File: config.mk
export PLATFORM = sky130hd
export DESIGN_NAME = ltu_clk_mon
export DESIGN_NICKNAME = d
export VERILOG_FILES = /design/src/rtl/ltu_pkg.sv /design/src/rtl/ltu_run_meter.sv /design/src/rtl/ltu_clk_mon.sv
export SDC_FILE = /design/constraint.sdc
export NUM_CORES = 1
export LEC_CHECK = 0
export ABC_AREA = 1
export CAP_MARGIN = 20
export CORE_ASPECT_RATIO = 1.4
export CORE_MARGIN = 10
export CORE_UTILIZATION = 48
export CTS_CLUSTER_SIZE = 10
export DETAILED_ROUTE_END_ITERATION = 10
export GPL_TIMING_DRIVEN = 0
export PLACE_DENSITY = 0.71
export SLEW_MARGIN = 20
export SYNTH_ARGS = -nofsm -noshare
export SYNTH_HDL_FRONTEND = slang
export SYNTH_SLANG_ARGS = --single-unit
File: constraint.sdc
create_clock -name clk -period 2.65 [get_ports clk]
set_input_delay 0.53 -clock clk [delete_from_list [all_inputs] [get_ports clk]]
set_output_delay 0.53 -clock clk [all_outputs]
set_load 0.005 [all_outputs]
File: src/rtl/ltu_pkg.sv
// Shared types, widths and helpers for the LTU clock monitor.
package ltu_pkg;

    localparam int RUN_W = 5;
    localparam int ERR_W = 8;

    localparam logic [RUN_W-1:0] RUN_MAX = 5'd31;
    localparam logic [ERR_W-1:0] ERR_MAX = 8'd255;

    typedef enum logic [1:0] {
        IDLE  = 2'd0,
        ALIGN = 2'd1,
        CHECK = 2'd2,
        LOCK  = 2'd3
    } ltu_state_e;

    function automatic logic [RUN_W-1:0] ltu_exp_half(input logic [1:0] set);
        ltu_exp_half = 5'd1 << set;
    endfunction

    function automatic logic [ERR_W-1:0] ltu_err_inc(input logic [ERR_W-1:0] cnt);
        if (cnt == ERR_MAX) begin
            ltu_err_inc = cnt;
        end else begin
            ltu_err_inc = cnt + 8'd1;
        end
    endfunction

endpackage

File: src/rtl/ltu_run_meter.sv
// Tick edge detector and half-period run counter; latches the length of
// each completed half-period.
module ltu_run_meter
    import ltu_pkg::*;
(
    input  logic             clk_i,
    input  logic             rst_i,
    input  logic             valid_i,
    input  logic             tick_i,
    output logic             edge_o,
    output logic [RUN_W-1:0] run_cnt_o,
    output logic [RUN_W-1:0] half_o
);

    logic             tick_prev_q;
    logic             valid_prev_q;
    logic [RUN_W-1:0] run_cnt_q;
    logic [RUN_W-1:0] run_cnt_d;
    logic [RUN_W-1:0] half_q;
    logic [RUN_W-1:0] half_d;
    logic             edge_s;

    assign edge_s = valid_i & valid_prev_q & (tick_i ^ tick_prev_q);

    // Next run length: cleared without valid, restarted at 1 on an edge, else saturating count.
    always_comb begin
        run_cnt_d = run_cnt_q;
        half_d    = half_q;
        if (!valid_i) begin
            run_cnt_d = '0;
        end else if (edge_s) begin
            half_d    = run_cnt_q;
            run_cnt_d = 5'd1;
        end else if (run_cnt_q != RUN_MAX) begin
            run_cnt_d = run_cnt_q + 5'd1;
        end else begin
            run_cnt_d = run_cnt_q;
        end
    end

    // Input history and counter state.
    always_ff @(posedge clk_i or posedge rst_i) begin
        if (rst_i) begin
            tick_prev_q  <= 1'b0;
            valid_prev_q <= 1'b0;
            run_cnt_q    <= '0;
            half_q       <= '0;
        end else begin
            tick_prev_q  <= tick_i;
            valid_prev_q <= valid_i;
            run_cnt_q    <= run_cnt_d;
            half_q       <= half_d;
        end
    end

    assign edge_o    = edge_s;
    assign run_cnt_o = run_cnt_q;
    assign half_o    = half_q;

endmodule

File: src/rtl/ltu_clk_mon.sv
// LTU clock monitor: converts divider ticks into rise/fall enables and tracks
// half-period conformance, lock status and a saturating error count.
module ltu_clk_mon
    import ltu_pkg::*;
#(
    parameter int LOCK_RUNS = 4
) (
    input  logic             clk,
    input  logic             reset,
    input  logic [1:0]       LTUCLKDIVSET,
    input  logic [1:0]       LTUCLKDIVGET,
    output logic             LTUCLKRISE,
    output logic             LTUCLKFALL,
    output logic             LTULOCK,
    output logic [ERR_W-1:0] LTUERRCNT,
    output logic [RUN_W-1:0] LTUHALF
);

    localparam logic [3:0] LOCK_RUNS_C = 4'(LOCK_RUNS);

    logic             valid_s;
    logic             tick_s;
    logic             edge_s;
    logic             set_chg_s;
    logic             match_s;
    logic             timeout_s;
    logic             strobe_en_s;
    logic [RUN_W-1:0] run_cnt_s;
    logic [RUN_W-1:0] exp_s;
    logic [3:0]       good_nxt_s;
    logic [ERR_W-1:0] err_inc_s;

    ltu_state_e       state_q;
    logic [3:0]       good_q;
    logic [ERR_W-1:0] err_q;
    logic [1:0]       set_q;
    logic             rise_q;
    logic             fall_q;
    logic             lock_q;

    assign valid_s = LTUCLKDIVGET[1];
    assign tick_s  = LTUCLKDIVGET[0];

    ltu_run_meter u_run_meter (
        .clk_i     (clk),
        .rst_i     (reset),
        .valid_i   (valid_s),
        .tick_i    (tick_s),
        .edge_o    (edge_s),
        .run_cnt_o (run_cnt_s),
        .half_o    (LTUHALF)
    );

    assign exp_s       = ltu_exp_half(LTUCLKDIVSET);
    assign set_chg_s   = (set_q != LTUCLKDIVSET);
    assign match_s     = (run_cnt_s == exp_s);
    // A full expected half-period without an edge means this one has overrun.
    assign timeout_s   = ~edge_s & (run_cnt_s == exp_s);
    assign strobe_en_s = (state_q != IDLE);
    assign good_nxt_s  = good_q + 4'd1;
    assign err_inc_s   = ltu_err_inc(err_q);

    // Monitor FSM with registered strobes, lock flag and error counter.
    always_ff @(posedge clk or posedge reset) begin
        if (reset) begin
            state_q <= IDLE;
            good_q  <= 4'd0;
            err_q   <= '0;
            set_q   <= 2'd0;
            rise_q  <= 1'b0;
            fall_q  <= 1'b0;
            lock_q  <= 1'b0;
        end else begin
            set_q  <= LTUCLKDIVSET;
            rise_q <= strobe_en_s & edge_s & tick_s;
            fall_q <= strobe_en_s & edge_s & ~tick_s;
            lock_q <= 1'b0;
            if (!valid_s) begin
                state_q <= IDLE;
                good_q  <= 4'd0;
            end else if (state_q == IDLE) begin
                state_q <= ALIGN;
                good_q  <= 4'd0;
            end else if (set_chg_s) begin
                state_q <= ALIGN;
                good_q  <= 4'd0;
            end else begin
                case (state_q)
                    ALIGN: begin
                        if (edge_s) begin
                            state_q <= CHECK;
                            good_q  <= 4'd0;
                        end else begin
                            state_q <= ALIGN;
                        end
                    end
                    CHECK: begin
                        if (timeout_s) begin
                            state_q <= ALIGN;
                            good_q  <= 4'd0;
                            err_q   <= err_inc_s;
                        end else if (edge_s && match_s && (good_nxt_s == LOCK_RUNS_C)) begin
                            state_q <= LOCK;
                            good_q  <= 4'd0;
                            lock_q  <= 1'b1;
                        end else if (edge_s && match_s) begin
                            good_q  <= good_nxt_s;
                        end else if (edge_s) begin
                            good_q  <= 4'd0;
                            err_q   <= err_inc_s;
                        end else begin
                            state_q <= CHECK;
                        end
                    end
                    LOCK: begin
                        if (timeout_s) begin
                            state_q <= ALIGN;
                            good_q  <= 4'd0;
                            err_q   <= err_inc_s;
                        end else if (edge_s && !match_s) begin
                            state_q <= CHECK;
                            good_q  <= 4'd0;
                            err_q   <= err_inc_s;
                        end else begin
                            state_q <= LOCK;
                            lock_q  <= 1'b1;
                        end
                    end
                    default: begin
                        state_q <= IDLE;
                        good_q  <= 4'd0;
                    end
                endcase
            end
        end
    end

    assign LTUCLKRISE = rise_q;
    assign LTUCLKFALL = fall_q;
    assign LTULOCK    = lock_q;
    assign LTUERRCNT  = err_q;

endmodule

== Word-level counts from Yosys, hierarchy flattened ==
Index checks and enable logic that the tools add are counted.
W data, S select, Z words.

* Output and inout port bits: 16
* Logic and storage cells: 92
* Register bits: 31
* Bits of input ports: 6

* Reductions and logical operators: 10
* Equal/unequal tests: 16
* $add $sub $neg: 3
* Muxes and demuxes: 40
* Bitwise logic cells: 11
* Shift operators: 1

{| class="wikitable"
|+ Operators with widths
! cell !! count
|-
| $mux W8 || 7
|-
| $mux W4 || 9
|-
| $mux W2 || 9
|-
| $pmux W8 S2 || 1
|-
| $mux W5 || 3
|-
| $ne A7 B7 Y1 const B || 2
|-
| $ne A3 B3 Y1 const B || 4
|-
| $pmux W4 S3 || 1
|-
| $add A8 B1 Y8 const B || 1
|-
| $eq A8 B8 Y1 const B || 1
|-
| $mux W1 || 8
|-
| $reduce_and A8 Y1 || 1
|-
| $and A1 B1 Y1 || 6
|-
| $ne A6 B6 Y1 const B || 1
|-
| $pmux W2 S3 || 1
|-
| $add A5 B1 Y5 const B || 1
|-
| $eq A5 B5 Y1 || 1
|-
| $ne A5 B5 Y1 const B || 1
|-
| $shl A1 B2 Y5 const A || 1
|-
| $add A4 B1 Y4 const B || 1
|-
| $eq A2 B2 Y1 const B || 2
|-
| $eq A4 B3 Y1 const B || 1
|-
| $not A1 Y1 || 4
|-
| $reduce_and A2 Y1 || 2
|-
| other kinds (9) || 12
|}

== Longest topological paths before layout ==
Gate-level depths: netlist of run 1.

* Depth in word-level cells: 10
* Mapped depth: 15
* Gate-level depth less buffers: 15

== Cells and area by module ==
A second synthesis of run 1 with hierarchy kept.

* Cells, all modules: 241
* Area, all modules: 1951.9 um2

{| class="wikitable"
|+ Modules (own cells, without submodules)
! module !! area each (um2) !! instances !! cells an instance
|-
| ltu_clk_mon || 1366.3 || 1 || 177
|-
| ltu_run_meter || 585.6 || 1 || 64
|}

== Least setup slack after synthesis of run 1 ==
No wires, ideal clock.

* Path kind: input port to flip-flop
* Start: input LTUCLKDIVSET[1]
* End: register err_q[6] (netlist: LTUERRCNT[6])
* Stages: 13
* Path buffers: 0
* Library setup time: 0.117 ns
* Required time: 2.533 ns
* Path slack: 0.440 ns
* Arrival: 2.093 ns
* Cell sequence: inv_1 -> nand2_1 -> a221oi_1 -> nand3_1 -> ha_1 -> o21ai_0 -> nand2_1 -> nor2_4 -> inv_2 -> nor2_4 -> nand2_1 -> nand2_1 -> nand2_1

* Cells in the longest elaborated chain, start to end: 6
* Elaborated cells on any way between the ends: 17
* Classes of those cells: eq/ne: 6; shift: 1; mux: 3; bitwise: 2; reduce/logical: 5

{| class="wikitable"
|+ RTL lines
! what !! line !! text
|-
| from (decl) || ltu_clk_mon.sv:10 || <nowiki>input logic [1:0] LTUCLKDIVSET,</nowiki>
|-
| $shl A1 B2 Y5 || ltu_pkg.sv:18 || <nowiki>ltu_exp_half = 5'd1 << set;</nowiki>
|-
| $eq A5 B5 Y1 || ltu_clk_mon.sv:56, ltu_clk_mon.sv:58 ||
|-
| $logic_not A1 Y1 / $logic_and A1 B1 Y1 (equally long branches) || ltu_clk_mon.sv:120, ltu_clk_mon.sv:102, ltu_clk_mon.sv:106 ||
|-
| $logic_and A1 B1 Y1 (on tied branches) || ltu_clk_mon.sv:120, ltu_clk_mon.sv:102 ||
|-
| $ne A3 B3 Y1 (no line) || - ||
|-
| $reduce_and A8 Y1 (no line) || - ||
|-
| to (signal assigned) || ltu_clk_mon.sv:110 || <nowiki>err_q <= err_inc_s;</nowiki>
|-
| to (signal assigned) || ltu_clk_mon.sv:119 || <nowiki>err_q <= err_inc_s;</nowiki>
|-
| to (signal assigned) || ltu_clk_mon.sv:123 || <nowiki>err_q <= err_inc_s;</nowiki>
|-
| to (decl) || ltu_clk_mon.sv:35 || <nowiki>logic [ERR_W-1:0] err_q;</nowiki>
|}

Parallel ways exist; a longest one is shown, timed or not.
A chain may end at the register's enable or synchronous reset.

== Worst setup path after layout of run 1 ==
* Start: input LTUCLKDIVGET[0]
* End: register err_q[3] (netlist: LTUERRCNT[3])

* Cells in the longest elaborated chain, start to end: 6
* Elaborated cells on any way between the ends: 15
* Classes of those cells: eq/ne: 4; mux: 3; bitwise: 4; reduce/logical: 4

{| class="wikitable"
|+ RTL lines
! what !! line !! text
|-
| from (decl) || ltu_clk_mon.sv:11 || <nowiki>input logic [1:0] LTUCLKDIVGET,</nowiki>
|-
| $xor A1 B1 Y1 * || ltu_run_meter.sv:23 || <nowiki>assign edge_s = valid_i & valid_prev_q & (tick_i ^ tick_prev_q);</nowiki>
|-
| $and A1 B1 Y1 * || ltu_run_meter.sv:23 ||
|-
| $not A1 Y1 / $logic_and A1 B1 Y1 (equally long branches) || ltu_clk_mon.sv:58, ltu_clk_mon.sv:102, ltu_clk_mon.sv:106 ||
|-
| $and A1 B1 Y1 / $logic_and A1 B1 Y1 (equally long branches) || ltu_clk_mon.sv:58, ltu_clk_mon.sv:102 ||
|-
| $ne A3 B3 Y1 (no line) (tied with other cells) || - ||
|-
| $reduce_and A8 Y1 (no line) / $pmux W8 S2 (equally long branches) || - ||
|-
| to (signal assigned) || ltu_clk_mon.sv:101 || <nowiki>err_q <= err_inc_s;</nowiki>
|-
| to (signal assigned) || ltu_clk_mon.sv:110 ||
|-
| to (signal assigned) || ltu_clk_mon.sv:119 ||
|}

Mark *: on every way between the ends. The rest lies on a longest branch, timed or not.

==> impl_metrics.csv, run 1 <==
group,metric,value,unit
finish,diodes,0,
sta,setup_viol,0,
setup_path,endpoint_kind,"flip-flop",
place,gp_congestion,0.892,
synth,seq_area_frac_synth,39.3,%
clocking,clock_latency,0.28,ns
clocking,htree_levels,2,
global_routing,grt_pass1_vias,1717,
finish,stdcell_area,2380,µm²
pwr,pwr-share-comb,12.2,%
detailed_routing,ant_nets,0,
sta,fin_hold_ws,0.487,ns
finish,final_nets,307,
pwr,ir_worst_vdd,0.000412,V
die,initial_utilization,49.9,%
clocking,cts_tree,"yes",
synth,synth_area,1970,µm²
die,rows,27,
pwr,p_total,1.12,mW
finish,drive_above_1_share,10.8,%
sta,post-route-period-util,91.6,%
synth,synthFlopType,"dfrtp_1",
sta,relSlewSlack,56.8,%
setup_path,required,2.83,ns
sta,finalHoldViolCount,0,
sta,grt_setup_unrepaired,"false",
setup_path,crit_type,"in -> reg",
global_routing,overflow,0,
clocking,clk_pin_slew,0.06,ns
sta,skew,0.00248,ns
outcome,status,"completed",
detailed_routing,route.detailed.drc,0,
die,io_pins,22,
pwr,power.switching,0.271,mW
sta,tightestPinTransition,0.648,ns
place,place_ws,-0.576,ns
pwr,power_frac_clock,42.9,%
detailed_routing,dr_total_vias,1712,
detailed_routing,drt_wl_total,4240,µm
synth,ys_warn_count,0,
clocking,numCtsBuffers,5,
synth,synth_cells,258,
pwr,powerDensity,472,nW/µm²
pwr,swShare,24.1,%
finish,area_growth,20.6,%
finish,final_common_cell,"nand2_1",
sta,tns,0,ns
detailed_routing,drt-initial-drc-count,76,
clocking,cts_root_buf,"clkbuf_8",
detailed_routing,drtPass1Iterations,5,
detailed_routing,wl_per_cell,12.8,µm
synth,ys_seq_elements,31,
synth,synth_edf_count,0,
setup_path,r2r_slack,0.39,ns
setup_path,path_max_fanout,19,
synth,postSynth.asyncResetShare,100,%
die,die_area,7110,µm²
sta,drv_slew,0,
die,core,3950,µm²
sta,final.min_clock_period,2.43,ns
clocking,clock_sinks,31,
place,placed_area,2240,µm²
die,chipHeight,95.9,µm
sta,fmax,412,MHz
synth,synth.avg_cell_area,7.65,µm²
pwr,leakage,1.24,nW
finish,fillers,354,
finish,final_cell_mix,"nand2_1 (74), inv_1 (39), dfrtp_1 (31)",
detailed_routing,vias_per_cell,5.19,
hold_path,hold_class,"in -> reg",
global_routing,grt_max_degree,32,
synth,synth_nets,279,
setup_path,critPathLaunchType,"input port",
place,dp_hpwl,3230,µm
die,die_x,74.2,µm
clocking,hold_buffers,0,
clocking,clk_path_buf_depth,2,
pwr,sequentialPowerShare,44.9,%
pwr,internal-power,0.853,mW
place,port-buffer-count,21,
run,drv_cap,0,
sta,post-route-worst-setup-slack,0.223,ns
global_routing,grt.total_usage,13.1,%
setup_path,arrival,2.61,ns
synth,ys_types,27,
global_routing,grt_first_pass_wirelength,7460,µm
global_routing,antenna_found_initial,0,
## cell type report
cell class / count / area, µm² / area share [%]
multi-input combinational: 182 / 1040 / 43.8
inverter: 43 / 161 / 6.78
clock buffer: 6 / 82.6 / 3.47
clock inverter: 2 / 35.0 / 1.47
tap: 43 / 53.8 / 2.26
sequential: 31 / 776 / 32.6
timing repair buffer: 23 / 229 / 9.62
## metrics by stage
step | utilization [%] | cells
3_3_place_gp | 56.6 | 322
5_1_grt | 60.2 | 330
3_5_place_dp | 56.6 | 322
4_1_cts | 59.9 | 331
6_report | 60.2 | 330
2_1_floorplan | - | 258
## what timing repair did
item / in CTS / in global routing
pin swaps: 1 / 1
buffers inserted: 2 / 0
endpoints found under the setup margin: 8 / 15
resized for setup: 3 / 6
## critical path: stages
cell and delay (ns):
clkdlybuf4s50_1 0.55, nand2_1 0.12, nand2_4 0.20, inv_2 0.12, ha_1 0.23, o21ai_2 0.19, nand2_1 0.11, nor2_4 0.14
inv_2 0.05, nor2_4 0.17, nand3_2 0.08, nand2_1 0.08, inv_1 0.04
## cell families after synthesis
logic type                 count (synthesis)  share of synthesized area [%]
AOI/OAI and AO/OA                         34                           9.83
xor gates and xnor gates                   6                           3.04
adders and majority gates                 15                           9.51
buffers and inverters                     45                           8.56
DFF                                       31                           39.3
and+or+nand+nor                          127                           29.7
## power groups by stage
stage,combinational (mW),sequential (mW),clock (mW)
after floorplan,0.0791,0.512,0
after global placement,0.129,0.513,0
after detailed placement,0.132,0.513,0
after CTS,0.138,0.504,0.490
after global routing,0.156,0.506,0.507
final,0.138,0.504,0.482
## final timing paths
kind	startpoint	end	depth (start not counted)
setup / recovery	LTUCLKDIVGET[0]	LTUERRCNT[3]$_DFFE_PP0P_	13
hold / removal	LTUCLKDIVSET[1]	set_q[1]$_DFF_PP0_	1
setup reg to reg	u_run_meter.run_cnt_o[3]$_DFFE_PP0P_	LTUERRCNT[3]$_DFFE_PP0P_	13
hold reg to reg	u_run_meter.half_o[1]$_DFFE_PP0P_	u_run_meter.half_o[1]$_DFFE_PP0P_	2
max in group asynchronous	reset	LTUERRCNT[2]$_DFFE_PP0P_	2
min in group asynchronous	reset	u_run_meter.run_cnt_o[4]$_DFFE_PP0P_	2
## synth_stat cells (3+ instances only)
cell type | n | share of area [%]
xor2_1 | 5 | 2.2
nor2_1 | 16 | 3.0
dfrtp_1 | 31 | 39
nor2_4 | 3 | 1.7
a21oi_1 | 7 | 1.8
ha_1 | 15 | 9.5
nand4_1 | 9 | 2.9
nand2_1 | 74 | 14
o22ai_1 | 6 | 1.9
o21ai_0 | 16 | 4.1
nand3_1 | 13 | 3.3
inv_1 | 40 | 7.6
inv_2 | 3 | 0.57
## metal layers
layer,part of all wire [%],global-route usage [%],vias up,wire [µm]
li1,-,-,884,-
met1,42,13.9,794,1780
met2,52,23.0,27,2210
met3,4.0,4.33,7,170
met4,1.9,5.76,0,79
met5,0,0,-,0
## state kept, by name, summed over array words and instances (netlist names)
name and flops:
u_run_meter.half_o 5, set_q 2, u_run_meter.tick_prev_q 1, good_q 4, LTUCLKFALL 1, state_q 2
LTUERRCNT 8, LTUCLKRISE 1, LTULOCK 1, u_run_meter.run_cnt_o 5, u_run_meter.valid_prev_q 1
(Power assumes the default switching activity.)
==> run 2: changes to the inputs <==
CAP_MARGIN = default   (was 20)
==> results of run 2 <==
The final DEF is identical to that of run 1; final timing and power are the same.
==> run 3: changes to the inputs <==
GPL_TIMING_DRIVEN = 1   (was 0)
==> impl_metrics.csv, run 3 (synthesis results as in run 1) <==
group,metric,value,unit
outcome,status,"completed",
setup_path,path_max_fanout,6,
hold_path,whs_endpoint,"u_run_meter.half_o[3]$_DFFE_PP0P_",
sta,setup_viol,0,
place,dp_hpwl,3350,µm
finish,fillers,349,
detailed_routing,route.detailed.drc,0,
finish,drive_above_1_share,14.3,%
die,initial_utilization,49.9,%
global_routing,gr-usage-met3,4.02,%
clocking,clock_sinks,31,
sta,grt_setup_unrepaired,"true",
setup_path,arrival,2.59,ns
sta,tightestPinTransition,0.525,ns
global_routing,grt_pass1_vias,1686,
detailed_routing,drtPass1Iterations,4,
detailed_routing,ant_nets,0,
clocking,clk_path_buf_depth,2,
setup_path,reg2reg_depth,13,
sta,fmax,413,MHz
sta,tns,0,ns
die,core,3950,µm²
clocking,htree_levels,2,
setup_path,r2r_end,"LTUERRCNT[6]$_DFFE_PP0P_",
pwr,p_total,1.15,mW
global_routing,grt_max_degree,32,
place,gp_congestion,0.879,
die,die_x,74.2,µm
setup_path,reg2reg_from,"u_run_meter.run_cnt_o[3]$_DFFE_PP0P_",
place,port-buffer-count,21,
die,rows,27,
detailed_routing,drt-initial-drc-count,73,
detailed_routing,drt_wl_total,4370,µm
finish,largest_reg_flops,8,
clocking,cts_root_buf,"clkbuf_8",
finish,final_cell_mix,"nand2_1 (74), inv_1 (40), dfrtp_1 (31)",
global_routing,use_met2,23.4,%
hold_path,hp-start,"u_run_meter.half_o[3]$_DFFE_PP0P_",
die,io_pins,22,
finish,area_growth,25.4,%
hold_path,min_path_cells,2,
clocking,clk_pin_slew,0.07,ns
setup_path,endpoint_kind,"flip-flop",
global_routing,top_usage_layer,"met2",
finish,final_nets,321,
finish,fin_util,62.6,%
detailed_routing,dr_total_vias,1779,
sta,drv_slew,0,
die,die_area,7110,µm²
clocking,clock_latency,0.29,ns
global_routing,grt.total_usage,13.4,%
global_routing,grt_first_pass_wirelength,7530,µm
finish,diodes,0,
setup_path,r2r_slack,0.52,ns
setup_path,critPathLaunchType,"input port",
detailed_routing,wl_per_cell,12.7,µm
pwr,ir_worst_vdd,0.000336,V
global_routing,overflow,0,
sta,skew,0.00699,ns
sta,fin_hold_ws,0.486,ns
clocking,cts_tree,"yes",
pwr,powerDensity,463,nW/µm²
setup_path,required,2.82,ns
sta,finalHoldViolCount,0,
global_routing,antenna_found_initial,0,
hold_path,hold_class,"reg -> reg",
sta,post-route-period-util,91.4,%
detailed_routing,vias_per_cell,5.17,
clocking,numCtsBuffers,5,
finish,final_common_cell,"nand2_1",
run,drv_cap,0,
die,chipHeight,95.9,µm
global_routing,met1_usage,14.6,%
pwr,leakage,1.27,nW
sta,relSlewSlack,64.7,%
setup_path,crit_type,"in -> reg",
sta,final.min_clock_period,2.42,ns
## run 3: cell count changes in the layout (fill, tap and decap cells not counted), sizes merged
cell	delta
clkdlybuf4s50	+3
buf	+14
dlymetal6s2s	-2
dlygate4sd2	-1
## run 3: metal layers
metal	wire [µm]	up-vias
li1	-	912
met1	1840	837
met2	2280	23
met3	189	7
met4	74	0
met5	0	-
## run 3: worst max path at each step
stage / end / depth (start not counted) / from
detailed placement: LTUERRCNT[6]$_DFFE_PP0P_ / 14 / LTUCLKDIVSET[1]
finish: LTUERRCNT[5]$_DFFE_PP0P_ / 14 / LTUCLKDIVSET[1]
floorplan: LTUERRCNT[6]$_DFFE_PP0P_ / 13 / LTUCLKDIVSET[1]
global route: LTUERRCNT[5]$_DFFE_PP0P_ / 14 / LTUCLKDIVSET[1]
global placement: LTUERRCNT[3]$_DFFE_PP0P_ / 14 / LTUCLKDIVSET[1]
CTS: LTUERRCNT[6]$_DFFE_PP0P_ / 14 / LTUCLKDIVSET[1]
## run 3: layout make-up
class | instances | area [µm²] | share of cell area, %
Clock buffer | 6 | 82.6 | 3.34
Clock inverter | 2 | 35.0 | 1.42
Inverter | 43 | 161 | 6.53
Multi-Input combinational cell | 182 | 1030 | 41.8
Sequential cell | 31 | 776 | 31.4
Tap cell | 43 | 53.8 | 2.18
Timing Repair Buffer | 37 | 330 | 13.4
## run 3: critical path, cell delays in order
cell and delay, ns:
clkdlybuf4s50_1 0.46, buf_4 0.16, a21oi_1 0.13, o22ai_1 0.08
nand3_1 0.13, inv_1 0.07, buf_4 0.14, ha_1 0.18
nor2_1 0.17, nand4_2 0.22, nand3_2 0.19, nor2_1 0.05
nand2_1 0.05, nand2_1 0.05
## run 3: stage by stage
step	instance area (µm²)	cells	setup slack [ns]
floorplan	1970	258	0.440
global placement	2340	335	-0.159
detailed placement	2340	335	-0.224
CTS	2460	343	0.0907
global route	2470	344	-0.0427
finish	2470	344	0.228
## run 3: power by group
group	leakage, nW	switching (mW)	total [mW]	internal (mW)
clock	0.0612	0.184	0.488	0.304
combinational	0.817	0.0821	0.153	0.0704
sequential	0.391	0.0143	0.505	0.491
## run 3: repair_timing
item,4_1_cts,5_1_grt
endpoints found under the setup margin,0,14
setup buffers,0,1
gates resized for setup,0,4
hold buffers,0,0
